File: src/rtl/serial_addsub_if.sv
// serial_addsub_if
//   Handshake and data bundle for the digit-serial adder/subtractor.
//   master : operand producer / result consumer (drives operands, in_valid, out_ready)
//   slave  : serial_addsub (drives in_ready, out_valid, result and flags)
// Signals
//   in_valid  operands and mode valid         in_ready   block can accept (IDLE only)
//   a, b      operands [WIDTH]                ci         carry-in / borrow-in
//   sub       0: a+b+ci, 1: a-b-ci            out_valid  result valid (DONE only)
//   out_ready consumer takes the result       s          result [WIDTH]
//   co        carry out of MSB                ov         signed overflow
//   z         result is zero
interface serial_addsub_if #(
  parameter int WIDTH = 8
);
  logic             in_valid;
  logic             in_ready;
  logic [WIDTH-1:0] a;
  logic [WIDTH-1:0] b;
  logic             ci;
  logic             sub;
  logic             out_valid;
  logic             out_ready;
  logic [WIDTH-1:0] s;
  logic             co;
  logic             ov;
  logic             z;

  modport master (
    output in_valid, a, b, ci, sub, out_ready,
    input  in_ready, out_valid, s, co, ov, z
  );

  modport slave (
    input  in_valid, a, b, ci, sub, out_ready,
    output in_ready, out_valid, s, co, ov, z
  );
endinterface

File: src/rtl/serial_addsub.sv
// serial_addsub
//   Multi-cycle digit-serial adder/subtractor. WIDTH-bit operands are processed
//   DIGIT bits per clock, N = WIDTH/DIGIT cycles per operation, with a carry
//   register between digits. Result and flags are registered on the RUN->DONE
//   edge and held until the consumer accepts them.
// Ports
//   clk    rising-edge clock
//   rst_n  asynchronous active-low reset
//   bus    serial_addsub_if.slave (handshakes, operands, result, co/ov/z)
//
// state | meaning
// ------+--------------------------------------------------------------
// IDLE  | in_ready high, waiting for in_valid
// RUN   | one digit per clock, counter k = 0..N-1
// DONE  | out_valid high, result/flags held until out_ready
module serial_addsub #(
  parameter int WIDTH = 8,
  parameter int DIGIT = 2
) (
  input logic            clk,
  input logic            rst_n,
  serial_addsub_if.slave bus
);

  localparam int N  = WIDTH / DIGIT;
  localparam int CW = (N > 1) ? $clog2(N) : 1;

  typedef enum logic [1:0] {
    IDLE = 2'd0,
    RUN  = 2'd1,
    DONE = 2'd2
  } state_t;

  state_t state, state_next;

  logic [CW-1:0]    cnt;
  logic [WIDTH-1:0] a_q;
  logic [WIDTH-1:0] b_q;
  logic [WIDTH-1:0] acc;
  logic             carry_q;
  logic [WIDTH-1:0] s_q;
  logic             co_q;
  logic             ov_q;
  logic             z_q;

  logic             accept;
  logic             last;
  logic [DIGIT-1:0] a_dig;
  logic [DIGIT-1:0] b_dig;
  logic [DIGIT:0]   dsum;
  logic [WIDTH-1:0] acc_next;
  logic             ov_dig;

  assign accept = (state == IDLE) && bus.in_valid;
  assign last   = (cnt == CW'(N - 1));

  // state register
  always_ff @(posedge clk or negedge rst_n) begin
    if (!rst_n) state <= IDLE;
    else        state <= state_next;
  end

  // next-state logic; in_valid is only looked at in IDLE
  always_comb begin
    state_next = state;
    case (state)
      IDLE:    if (bus.in_valid) state_next = RUN;
      RUN:     if (last) state_next = DONE;
      DONE:    if (bus.out_ready) state_next = IDLE;
      default: state_next = IDLE;
    endcase
  end

  // output logic
  always_comb begin
    bus.in_ready  = (state == IDLE);
    bus.out_valid = (state == DONE);
    bus.s         = s_q;
    bus.co        = co_q;
    bus.ov        = ov_q;
    bus.z         = z_q;
  end

  // Operands shift right by one digit per cycle so the current digit always
  // sits in the low bits; the sum digit enters acc from the top, so after N
  // shifts acc holds the full result in place.
  always_comb begin
    a_dig    = a_q[DIGIT-1:0];
    b_dig    = b_q[DIGIT-1:0];
    dsum     = {1'b0, a_dig} + {1'b0, b_dig} + {{DIGIT{1'b0}}, carry_q};
    acc_next = WIDTH'({dsum[DIGIT-1:0], acc} >> DIGIT);
    // carry into the digit MSB is a^b^sum at that bit; xor with carry out
    ov_dig   = a_dig[DIGIT-1] ^ b_dig[DIGIT-1] ^ dsum[DIGIT-1] ^ dsum[DIGIT];
  end

  always_ff @(posedge clk or negedge rst_n) begin
    if (!rst_n) begin
      cnt     <= '0;
      a_q     <= '0;
      b_q     <= '0;
      acc     <= '0;
      carry_q <= 1'b0;
      s_q     <= '0;
      co_q    <= 1'b0;
      ov_q    <= 1'b0;
      z_q     <= 1'b0;
    end else begin
      if (accept) begin
        // subtract as a + ~b + 1; borrow-in removes the +1
        a_q     <= bus.a;
        b_q     <= bus.b ^ {WIDTH{bus.sub}};
        carry_q <= bus.ci ^ bus.sub;
        cnt     <= '0;
        acc     <= '0;
      end else if (state == RUN) begin
        a_q     <= a_q >> DIGIT;
        b_q     <= b_q >> DIGIT;
        carry_q <= dsum[DIGIT];
        acc     <= acc_next;
        if (last) begin
          s_q  <= acc_next;
          co_q <= dsum[DIGIT];
          ov_q <= ov_dig;
          z_q  <= (acc_next == '0);
        end else begin
          cnt <= cnt + CW'(1);
        end
      end
    end
  end

endmodule

File: src/flat_wrapper.sv
// flat-port wrapper written by rule: the top's interface ports become plain ports
module serial_addsub_flat 
#(
  parameter int WIDTH = 8,
  parameter int DIGIT = 2
)
  (clk, rst_n, bus_in_valid, bus_a, bus_b, bus_ci, bus_sub, bus_out_ready, bus_in_ready, bus_out_valid, bus_s, bus_co, bus_ov, bus_z);
  serial_addsub_if #(.WIDTH(WIDTH)) bus_i ();
  input logic clk;
  input logic rst_n;
  input wire logic [$bits(bus_i.in_valid)-1:0] bus_in_valid;
  input wire logic [$bits(bus_i.a)-1:0] bus_a;
  input wire logic [$bits(bus_i.b)-1:0] bus_b;
  input wire logic [$bits(bus_i.ci)-1:0] bus_ci;
  input wire logic [$bits(bus_i.sub)-1:0] bus_sub;
  input wire logic [$bits(bus_i.out_ready)-1:0] bus_out_ready;
  output wire logic [$bits(bus_i.in_ready)-1:0] bus_in_ready;
  output wire logic [$bits(bus_i.out_valid)-1:0] bus_out_valid;
  output wire logic [$bits(bus_i.s)-1:0] bus_s;
  output wire logic [$bits(bus_i.co)-1:0] bus_co;
  output wire logic [$bits(bus_i.ov)-1:0] bus_ov;
  output wire logic [$bits(bus_i.z)-1:0] bus_z;
  assign bus_i.in_valid = bus_in_valid;
  assign bus_i.a = bus_a;
  assign bus_i.b = bus_b;
  assign bus_i.ci = bus_ci;
  assign bus_i.sub = bus_sub;
  assign bus_i.out_ready = bus_out_ready;
  assign bus_in_ready = bus_i.in_ready;
  assign bus_out_valid = bus_i.out_valid;
  assign bus_s = bus_i.s;
  assign bus_co = bus_i.co;
  assign bus_ov = bus_i.ov;
  assign bus_z = bus_i.z;
  serial_addsub #(.WIDTH(WIDTH), .DIGIT(DIGIT)) u_core (.clk(clk), .rst_n(rst_n), .bus(bus_i));
endmodule
File: config.mk
export PLATFORM = sky130hd
export DESIGN_NAME = serial_addsub_flat
export DESIGN_NICKNAME = d
export VERILOG_FILES = /design/src/rtl/serial_addsub_if.sv /design/src/rtl/serial_addsub.sv /design/src/flat_wrapper.sv
export SDC_FILE = /design/constraint.sdc
export NUM_CORES = 1
export LEC_CHECK = 0
export ABC_AREA = 1
export BUFFER_PORTS_ARGS = -buffer_cell sky130_fd_sc_hd__buf_2
export CORE_ASPECT_RATIO = 1.75
export CORE_UTILIZATION = 54
export DETAILED_ROUTE_END_ITERATION = 10
export GPL_ROUTABILITY_DRIVEN = 0
export PLACE_DENSITY_LB_ADDON = 0.08
export SLEW_MARGIN = 20
export SYNTH_ARGS = -nofsm -noshare
export SYNTH_HDL_FRONTEND = slang
export SYNTH_SLANG_ARGS = --single-unit
File: constraint.sdc
create_clock -name clk -period 2.03 [get_ports clk]
set_input_delay 0.406 -clock clk [delete_from_list [all_inputs] [get_ports clk]]
set_output_delay 0.406 -clock clk [all_outputs]
set_load 0.02 [all_outputs]
==> results of run 1 <==
[registers in the layout, indices dropped and copies added, names as in the netlist]
signal and cells:
u_core.bus.ov 1, u_core.a_q 8, u_core.bus.s 8, u_core.b_q 8, u_core.bus.z 1, u_core.carry_q 1
u_core.bus.co 1, u_core.state 2, u_core.acc 6, u_core.cnt 2
[how the worst min path moves through the flow]
| stage | cells after the start | start | endpoint |
|---|---|---|---|
| 6_report | 2 | rst_n | u_core.acc[2]$_DFFE_PN0P_ |
| 3_5_place_dp | 2 | u_core.bus.ov$_DFFE_PN0P_ | u_core.bus.ov$_DFFE_PN0P_ |
| 3_3_place_gp | 2 | u_core.bus.ov$_DFFE_PN0P_ | u_core.bus.ov$_DFFE_PN0P_ |
| 2_1_floorplan | 0 | rst_n | u_core.a_q[0]$_DFFE_PN0P_ |
| 4_1_cts | 2 | rst_n | u_core.bus.s[0]$_DFFE_PN0P_ |
| 5_1_grt | 2 | rst_n | u_core.state[1]$_DFFE_PN0P_ |
[Yosys cell counts]
master,instances,share of area (%)
buf_2,5,1.4
buf_4,2,0.83
buf_6,1,0.62
dfrtp_1,38,53
fa_1,2,2.2
ha_1,2,1.4
inv_1,25,5.2
nand2_1,100,21
nand2_2,1,0.35
nand3_1,16,4.4
nor2_1,5,1.0
nor2_2,1,0.35
nor2_4,1,0.62
o21ai_0,16,4.4
o21ai_1,4,1.1
o31ai_1,1,0.41
xnor2_1,2,0.97
xor2_1,3,1.5
[area by class of cell]
| cell class | count | area (µm²) |
|---|---|---|
| inverter | 25 | 93.8 |
| multi-input combinational | 154 | 717 |
| sequential | 38 | 951 |
| fill | 316 | 1080 |
| clock buffer | 6 | 82.6 |
| tap | 43 | 53.8 |
| timing repair buffer | 38 | 200 |
[power by group]
group	switching [mW]	leakage, nW	internal [mW]	total (mW)
Clock	0.247	0.0431	0.262	0.508
Combinational	0.940	0.633	0.518	1.46
Sequential	0.176	0.492	1.08	1.25
[critical path, cell delays in order, from the launching register on]
cell and delay [ns]:
dfrtp_1 0.34, inv_1 0.06, fa_1 0.44, fa_2 0.59, inv_1 0.07, nand2_1 0.07, nand3_1 0.08, nand3_1 0.10
nand2_1 0.05
[cells by family (layout without fill, tap and decap cells)]
group	count (synthesis)	after routing
simple gates	124	124
flops	38	38
buf+inv	33	69
compound gates	21	21
xor+xnor	5	5
fa+ha+maj	4	4
[stage by stage]
| step | setup slack, ns | cells | utilization, % | cell area [µm²] |
|---|---|---|---|---|
| after detailed placement | 0.121 | 298 | 63.4 | 2010 |
| final | 0.124 | 304 | 66.1 | 2100 |
| after CTS | 0.124 | 304 | 66.0 | 2100 |
| after floorplan | 0.270 | 225 | - | 1810 |
| after global placement | 0.203 | 298 | 63.4 | 2010 |
| after global routing | 0.00864 | 304 | 66.1 | 2100 |
[metal layers]
metal | vias to the layer above | global-route usage (%)
li1 | 758 | -
met4 | 0 | 9.71
met2 | 29 | 39.0
met5 | - | 0
met3 | 6 | 6.21
met1 | 685 | 24.7
==> flow_metrics.tcl, run 1 <==
set metrics [dict create \
    status "finished, final reports clean" \
    synth_cell_types 18 \
    highest_layer "met4" \
    ioPinCount 35 \
    synthAdderAreaFrac_pct 3.59 \
    period_share_pct 93.9 \
    avgSynthCellArea_um2 8.05 \
    hold_violations 0 \
    rsz0062_at_grt "no" \
    vdd_drop_max_mv 0.727 \
    rr_endpoint "u_core.bus.ov$_DFFE_PN0P_" \
    drc 0 \
    cts_tree "yes" \
    cp-startpoint "u_core.carry_q$_DFFE_PN0P_" \
    drtIter0Drc 44 \
    ff2ff_setup_slack_ns 0.12 \
    synth-xor-area-share_pct 2.42 \
    synth_nets 251 \
    vias_per_cell 4.86 \
    slew_viol_final 0 \
    start_kind "register" \
    area_growth_pct 15.9 \
    die_h_um 78.6 \
    die_w_um 45.8 \
    path_class "register to register" \
    synth_compound_area_share_pct 5.94 \
    slew_headroom_pct 64.5 \
    gr-usage-all-layers_pct 22.6 \
    fmax_mhz 525 \
    grt_max_degree 39 \
    antenna_found_initial 0 \
    tightestPinTransition_ns 0.532 \
    layout_common_cells "nand2_1, dfrtp_1, buf_2" \
    crit_arrival_ns 2.09 \
    reg2regPathDepth 8 \
    dp_hpwl_um 2410 \
    final_common_cell "nand2_1" \
    firstDrtPassIters 4 \
    vias 1478 \
    grt_pass1_wl_um 5850 \
    synth_top_family_by_area "simple AND/OR/NAND/NOR gates" \
    seq_area_frac_synth_pct 52.5 \
    initial_core_util_pct 57.0 \
    fin_worst_skew_ns 0.00270 \
    cp-end-kind "register" \
    drv_cap 0 \
    wl_met1_um 1390 \
    cts_hold_buf 0 \
    critPathCapture "u_core.bus.ov$_DFFE_PN0P_" \
    r2r_start "u_core.carry_q$_DFFE_PN0P_" \
    syn_area_um2 1810 \
    power.leakage_nw 1.17 \
    period_needed_ns 1.91 \
    grt_pass1_vias 1410 \
    postRouteAntennaNets 0 \
    dieArea_um2 3600 \
    wl_met2_um 1820 \
    rows 27 \
    yosysWarnings 0 \
    setup_viol 0 \
    cts_max_level 2 \
    routed-wl-met3_um 122 \
    port_buffers 34 \
    crit_path_max_fanout 6 \
    yosys.area_share.simple_pct 27.5 \
    holdWs_ns 0.156 \
    drt-total-wl_um 3400 \
    cts_root_buf "clkbuf_8" \
    cts_setup_buffers 0 \
    core_um2 3180 \
    clockBufferDepth 2 \
    worstSkewPairLatency_ns 0.29 \
    insertedDiodeCount 0 \
    ys_ff_latch 38 \
    clk_pin_slew_ns 0.07 \
    synth_mux_area_share_pct 0 \
    post_cts_resized 0 \
    worst_ep_required_time_ns 2.21 \
    overflow 0 \
    clock-sinks 38 \
    cts-buffers-inserted 5 \
    syn-instance-count 225 \
    wire_per_inst_um 11.2 \
    layout-drive-gt1-share_pct 18.4 \
    total_power_mw 3.22 \
    layout.nets 288 \
    fin_tns_setup_ns 0 \
    p_per_area_nw_per_um2 1530 \
    hold_class "input pin to asynchronous set/reset pin" \
]
No activity file was read; power rests on OpenSTA's default activity.
==> inputs of run 2 (changes only) <==
- SETUP_SLACK_MARGIN: not set -> 0.15
==> run 2 against run 1 <==
- sequential power is essentially flat
- via count grew 1.2%
- non-clock buffer count grew 2
- clock-buffer cell count is the same
- cell count grew 0.66%
- critical endpoint is now u_core.bus.z$_DFFE_PN0P_
- register-to-register slack gained 0.096 ns
- largest cell class unchanged
- first-iteration DRC count grew 9.1%
==> flow_metrics.tcl, run 2 (synthesized netlist as in run 1, its figures left out) <==
set metrics [dict create \
    die_h_um 78.6 \
    path_class "register to register" \
    dieArea_um2 3600 \
    hold_violations 0 \
    grt_max_degree 39 \
    holdWs_ns 0.150 \
    fmax_mhz 552 \
    clockBufferDepth 2 \
    critPathSlowestCell "fa_2" \
    period_needed_ns 1.81 \
    initial_core_util_pct 57.0 \
    p_per_area_nw_per_um2 1560 \
    drv_cap 0 \
    antenna_found_initial 0 \
    final_common_cell "nand2_1" \
    fin_worst_skew_ns 0.00309 \
    cp_top_family "adder cells" \
    worst_ep_required_time_ns 2.27 \
    nFillCells 314 \
    status "finished, final reports clean" \
    layout-drive-gt1-share_pct 20.2 \
    crit_path_max_incr_delay_ns 0.57 \
    insertedDiodeCount 0 \
    drt-total-wl_um 3420 \
    fin_area_um2 2120 \
    layout_common_cells "nand2_1, dfrtp_1, buf_2" \
    overflow 0 \
    core_um2 3180 \
    fin_cells 306 \
    crit_arrival_ns 2.05 \
    cts_max_level 2 \
    vias_per_cell 4.89 \
    place_area_um2 2010 \
    rows 27 \
    slew_viol_final 0 \
    dp_cells 298 \
    layout.nets 290 \
    fin_tns_setup_ns 0 \
    hold_class "input pin to asynchronous set/reset pin" \
    setup_viol 0 \
    tightestPinTransition_ns 0.532 \
    utilization_pct 66.7 \
    postRouteAntennaNets 0 \
    die_w_um 45.8 \
    wire_per_inst_um 11.2 \
    grt_pass1_wl_um 5840 \
    drtIter0Drc 48 \
    grt_pass1_vias 1407 \
    worstSkewPairLatency_ns 0.29 \
    cp-end-kind "register" \
    drc 0 \
    vias 1496 \
    ioPinCount 35 \
    cts_tree "yes" \
    dp_hpwl_um 2410 \
    crit_buf_inv 2 \
    path_cells "inv_2 -> fa_2 -> fa_2 -> buf_6 -> nand2_1 -> nor2_1 -> nand3_1 -> nand2_1" \
    cts_root_buf "clkbuf_8" \
    area_growth_pct 17.1 \
    slew_headroom_pct 64.5 \
    period_share_pct 89.2 \
    port_buffers 34 \
    start_kind "register" \
    cts-buffers-inserted 5 \
    firstDrtPassIters 4 \
    clk_pin_slew_ns 0.07 \
    crit_path_max_fanout 4 \
    power.leakage_nw 1.18 \
    rsz0062_at_grt "no" \
    gr-usage-all-layers_pct 22.6 \
    cts_hold_buf 0 \
    vdd_drop_max_mv 0.728 \
    clock-sinks 38 \
]
[run 2: where the power goes]
group	total, mW	switching [mW]	internal (mW)
Clock	0.514	0.252	0.262
Combinational	1.55	0.961	0.585
Sequential	1.26	0.178	1.08
[run 2: what timing repair did]
item / in CTS / in global routing
buffers inserted: 0 / 2
setup endpoints to repair: 1 / 1
gates resized for setup: 2 / 3
pin swaps: 1 / 3
gates cloned: 0 / 0
[run 2: final cells by class]
class | instances | area [µm²] | area share (%)
clock buffer | 6 | 82.6 | 3.90
multi-input combinational | 154 | 719 | 33.9
inverter | 25 | 93.8 | 4.43
tap | 43 | 53.8 | 2.54
sequential | 38 | 951 | 44.9
timing repair buffer | 40 | 219 | 10.3
[run 2: metrics by stage]
step,total power [mW],setup WS [ns]
floorplan,2.33,0.270
global placement,2.67,0.203
detailed placement,2.73,0.121
CTS,3.26,0.175
global route,3.61,0.153
finish,3.31,0.220
[run 2: worst paths after layout]
path                                              to  cells after the start                       from  slack, ns
setup / recovery            u_core.bus.z$_DFFE_PN0P_                      8  u_core.a_q[0]$_DFFE_PN0P_       0.22
hold / removal             u_core.acc[2]$_DFFE_PN0P_                      2                      rst_n       0.15
setup reg to reg            u_core.bus.z$_DFFE_PN0P_                      8  u_core.a_q[0]$_DFFE_PN0P_       0.22
hold reg to reg            u_core.bus.ov$_DFFE_PN0P_                      2  u_core.bus.ov$_DFFE_PN0P_       0.48
max in group asynchronous  u_core.b_q[2]$_DFFE_PN0P_                      2                      rst_n       1.55
min in group clk           u_core.a_q[7]$_DFFE_PN0P_                      3                   bus_a[7]       0.30
[run 2: layer usage]
metal	GRT usage, %	wire (µm)	vias to the layer above
met5	0	0	-
met4	9.71	74	0
met3	6.21	123	6
met2	39.0	1820	30
met1	24.5	1400	698
li1	-	-	762
==> inputs of run 3 (changes only) <==
- CELL_PAD_IN_SITES_DETAIL_PLACEMENT: not set -> 0
- CELL_PAD_IN_SITES_GLOBAL_PLACEMENT: not set -> 1
- CORE_ASPECT_RATIO: 1.75 -> not set
- CORE_UTILIZATION: 54 -> 40
==> run 3 against run 2 <==
- via count decreased by 2.5%
- largest power group unchanged
- clock skew increased by 0.0025 ns
- register-to-register slack about the same
- non-clock buffer count decreased by 3
- highest routed layer unchanged
- setup slack improved by 0.012 ns
- fmax increased by 0.69%
- sequential share of layout area decreased by 0.21 points
==> flow_metrics.tcl, run 3 (synthesized netlist as in run 1, its figures left out) <==
set metrics [dict create \
    dieArea_um2 4800 \
    holdWs_ns 0.0476 \
    worstSkewPairLatency_ns 0.29 \
    dp_cells 306 \
    grt_pass1_vias 1490 \
    rows 24 \
    vdd_drop_max_mv 0.560 \
    cts_max_level 2 \
    start_kind "register" \
    hold_violations 0 \
    overflow 0 \
    area_growth_pct 17.6 \
    p_sw_share_pct 42.3 \
    dp_slack_ns 0.153 \
    p_per_area_nw_per_um2 1520 \
    net-switching-power_mw 1.37 \
    wire_per_inst_um 10.9 \
    wl_met2_um 1620 \
    slew_viol_final 0 \
    drt-total-wl_um 3420 \
    insertedDiodeCount 0 \
    total_power_mw 3.25 \
    cts_tree "yes" \
    grt_pass1_wl_um 6410 \
    drc 0 \
    crit_arrival_ns 1.98 \
    utilization_pct 48.9 \
    clock-sinks 38 \
    vias_per_cell 4.64 \
    drtIter0Drc 74 \
    firstDrtPassIters 4 \
    ff2ff_setup_slack_ns 0.23 \
    cp-end-kind "register" \
    worst_ep_required_time_ns 2.21 \
    highest_layer "met4" \
    clk_pin_slew_ns 0.08 \
    final_common_cell "nand2_1" \
    place_area_um2 2030 \
    fin_tns_setup_ns 0 \
    fin_area_um2 2130 \
    fin_worst_skew_ns 0.00562 \
    core_um2 4350 \
    wl_met1_um 1620 \
    p_int_mw 1.87 \
    reg2regPathDepth 8 \
    vias 1458 \
    rsz0062_at_grt "yes" \
    rr_endpoint "u_core.bus.ov$_DFFE_PN0P_" \
    cts-buffers-inserted 5 \
    path_class "register to register" \
    p_comb_share_pct 44.9 \
    r2r_start "u_core.a_q[0]$_DFFE_PN0P_" \
    hold_class "input pin to asynchronous set/reset pin" \
    antenna_found_initial 0 \
    layout-drive-gt1-share_pct 19.8 \
    clockBufferDepth 2 \
    cts_root_buf "clkbuf_8" \
    fmax_mhz 556 \
    routed-wl-met3_um 141 \
    layout.nets 287 \
    drv_cap 0 \
    fin_cells 314 \
    p_clk_share_pct 16.7 \
    seq_area_um2 951 \
    die_w_um 69.3 \
    power.share.sequential_pct 38.5 \
    cts_hold_buf 0 \
    ioPinCount 35 \
    slew_headroom_pct 65.6 \
    postRouteAntennaNets 0 \
    crit_path_max_fanout 6 \
    power.leakage_nw 1.17 \
    port_buffers 34 \
    gr-usage-all-layers_pct 16.7 \
    layout_common_cells "nand2_1, dfrtp_1, buf_2" \
    tightestPinTransition_ns 0.515 \
    die_h_um 69.3 \
    nFillCells 476 \
    setup_slack_ns 0.232 \
    period_share_pct 88.6 \
    period_needed_ns 1.80 \
    multiInputGateArea_um2 719 \
    setup_viol 0 \
    status "finished, final reports clean" \
    initial_core_util_pct 41.6 \
    dp_hpwl_um 2430 \
    grt_max_degree 24 \
]
-- run 3: cell types whose count changed in the layout (fill, tap and decap cells not counted) --
| cell | delta |
|---|---|
| buf_6 | -1 |
| clkinvlp_4 | +1 |
| clkinv_2 | +1 |
| buf_4 | -3 |
| buf_12 | +1 |
-- run 3: critical path: stages, from the launching register on --
cell,delay (ns)
dfrtp_1,0.36
inv_2,0.05
fa_2,0.39
fa_2,0.61
inv_2,0.05
nand2_1,0.05
nand3_1,0.06
nand3_1,0.08
nand2_1,0.05
-- run 3: power by group through the flow --
stage | Combinational, mW | Clock, mW | Sequential, mW
detailed placement | 1.46 | 0 | 1.26
CTS | 1.48 | 0.561 | 1.25
global placement | 1.44 | 0 | 1.25
global route | 1.71 | 0.586 | 1.30
finish | 1.46 | 0.541 | 1.25
floorplan | 0.981 | 0 | 1.35
-- run 3: worst max-delay path by stage --
stage / slack (ns) / endpoint / depth (start not counted) / startpoint
CTS: 0.16 / u_core.bus.ov$_DFFE_PN0P_ / 8 / u_core.carry_q$_DFFE_PN0P_
floorplan: 0.27 / u_core.bus.ov$_DFFE_PN0P_ / 8 / u_core.carry_q$_DFFE_PN0P_
global route: 0.12 / u_core.bus.ov$_DFFE_PN0P_ / 8 / u_core.a_q[0]$_DFFE_PN0P_
detailed placement: 0.15 / u_core.bus.ov$_DFFE_PN0P_ / 8 / u_core.carry_q$_DFFE_PN0P_
finish: 0.23 / u_core.bus.ov$_DFFE_PN0P_ / 8 / u_core.a_q[0]$_DFFE_PN0P_
global placement: 0.20 / u_core.bus.ov$_DFFE_PN0P_ / 8 / u_core.carry_q$_DFFE_PN0P_
-- run 3: repair_timing --
item | in CTS | in global routing
gates resized for setup | 1 | 3
buffers inserted | 0 | 0
pin swaps | 0 | 2
endpoints found under the setup margin | 1 | 2
hold endpoints to repair | 0 | 0
-- run 3: per-layer routing --
layer,global-route usage [%],vias up
met5,0,-
met4,4.76,0
met3,5.09,7
met2,29.3,28
met1,19.7,661
li1,-,762
-- run 3: layout make-up --
class	instances	share of cell area (%)
sequential	38	44.7
timing repair buffer	37	9.64
inverter	25	4.41
tap	52	3.06
multi-input combinational	154	33.8
clock buffer	6	3.88
clock inverter	2	0.588
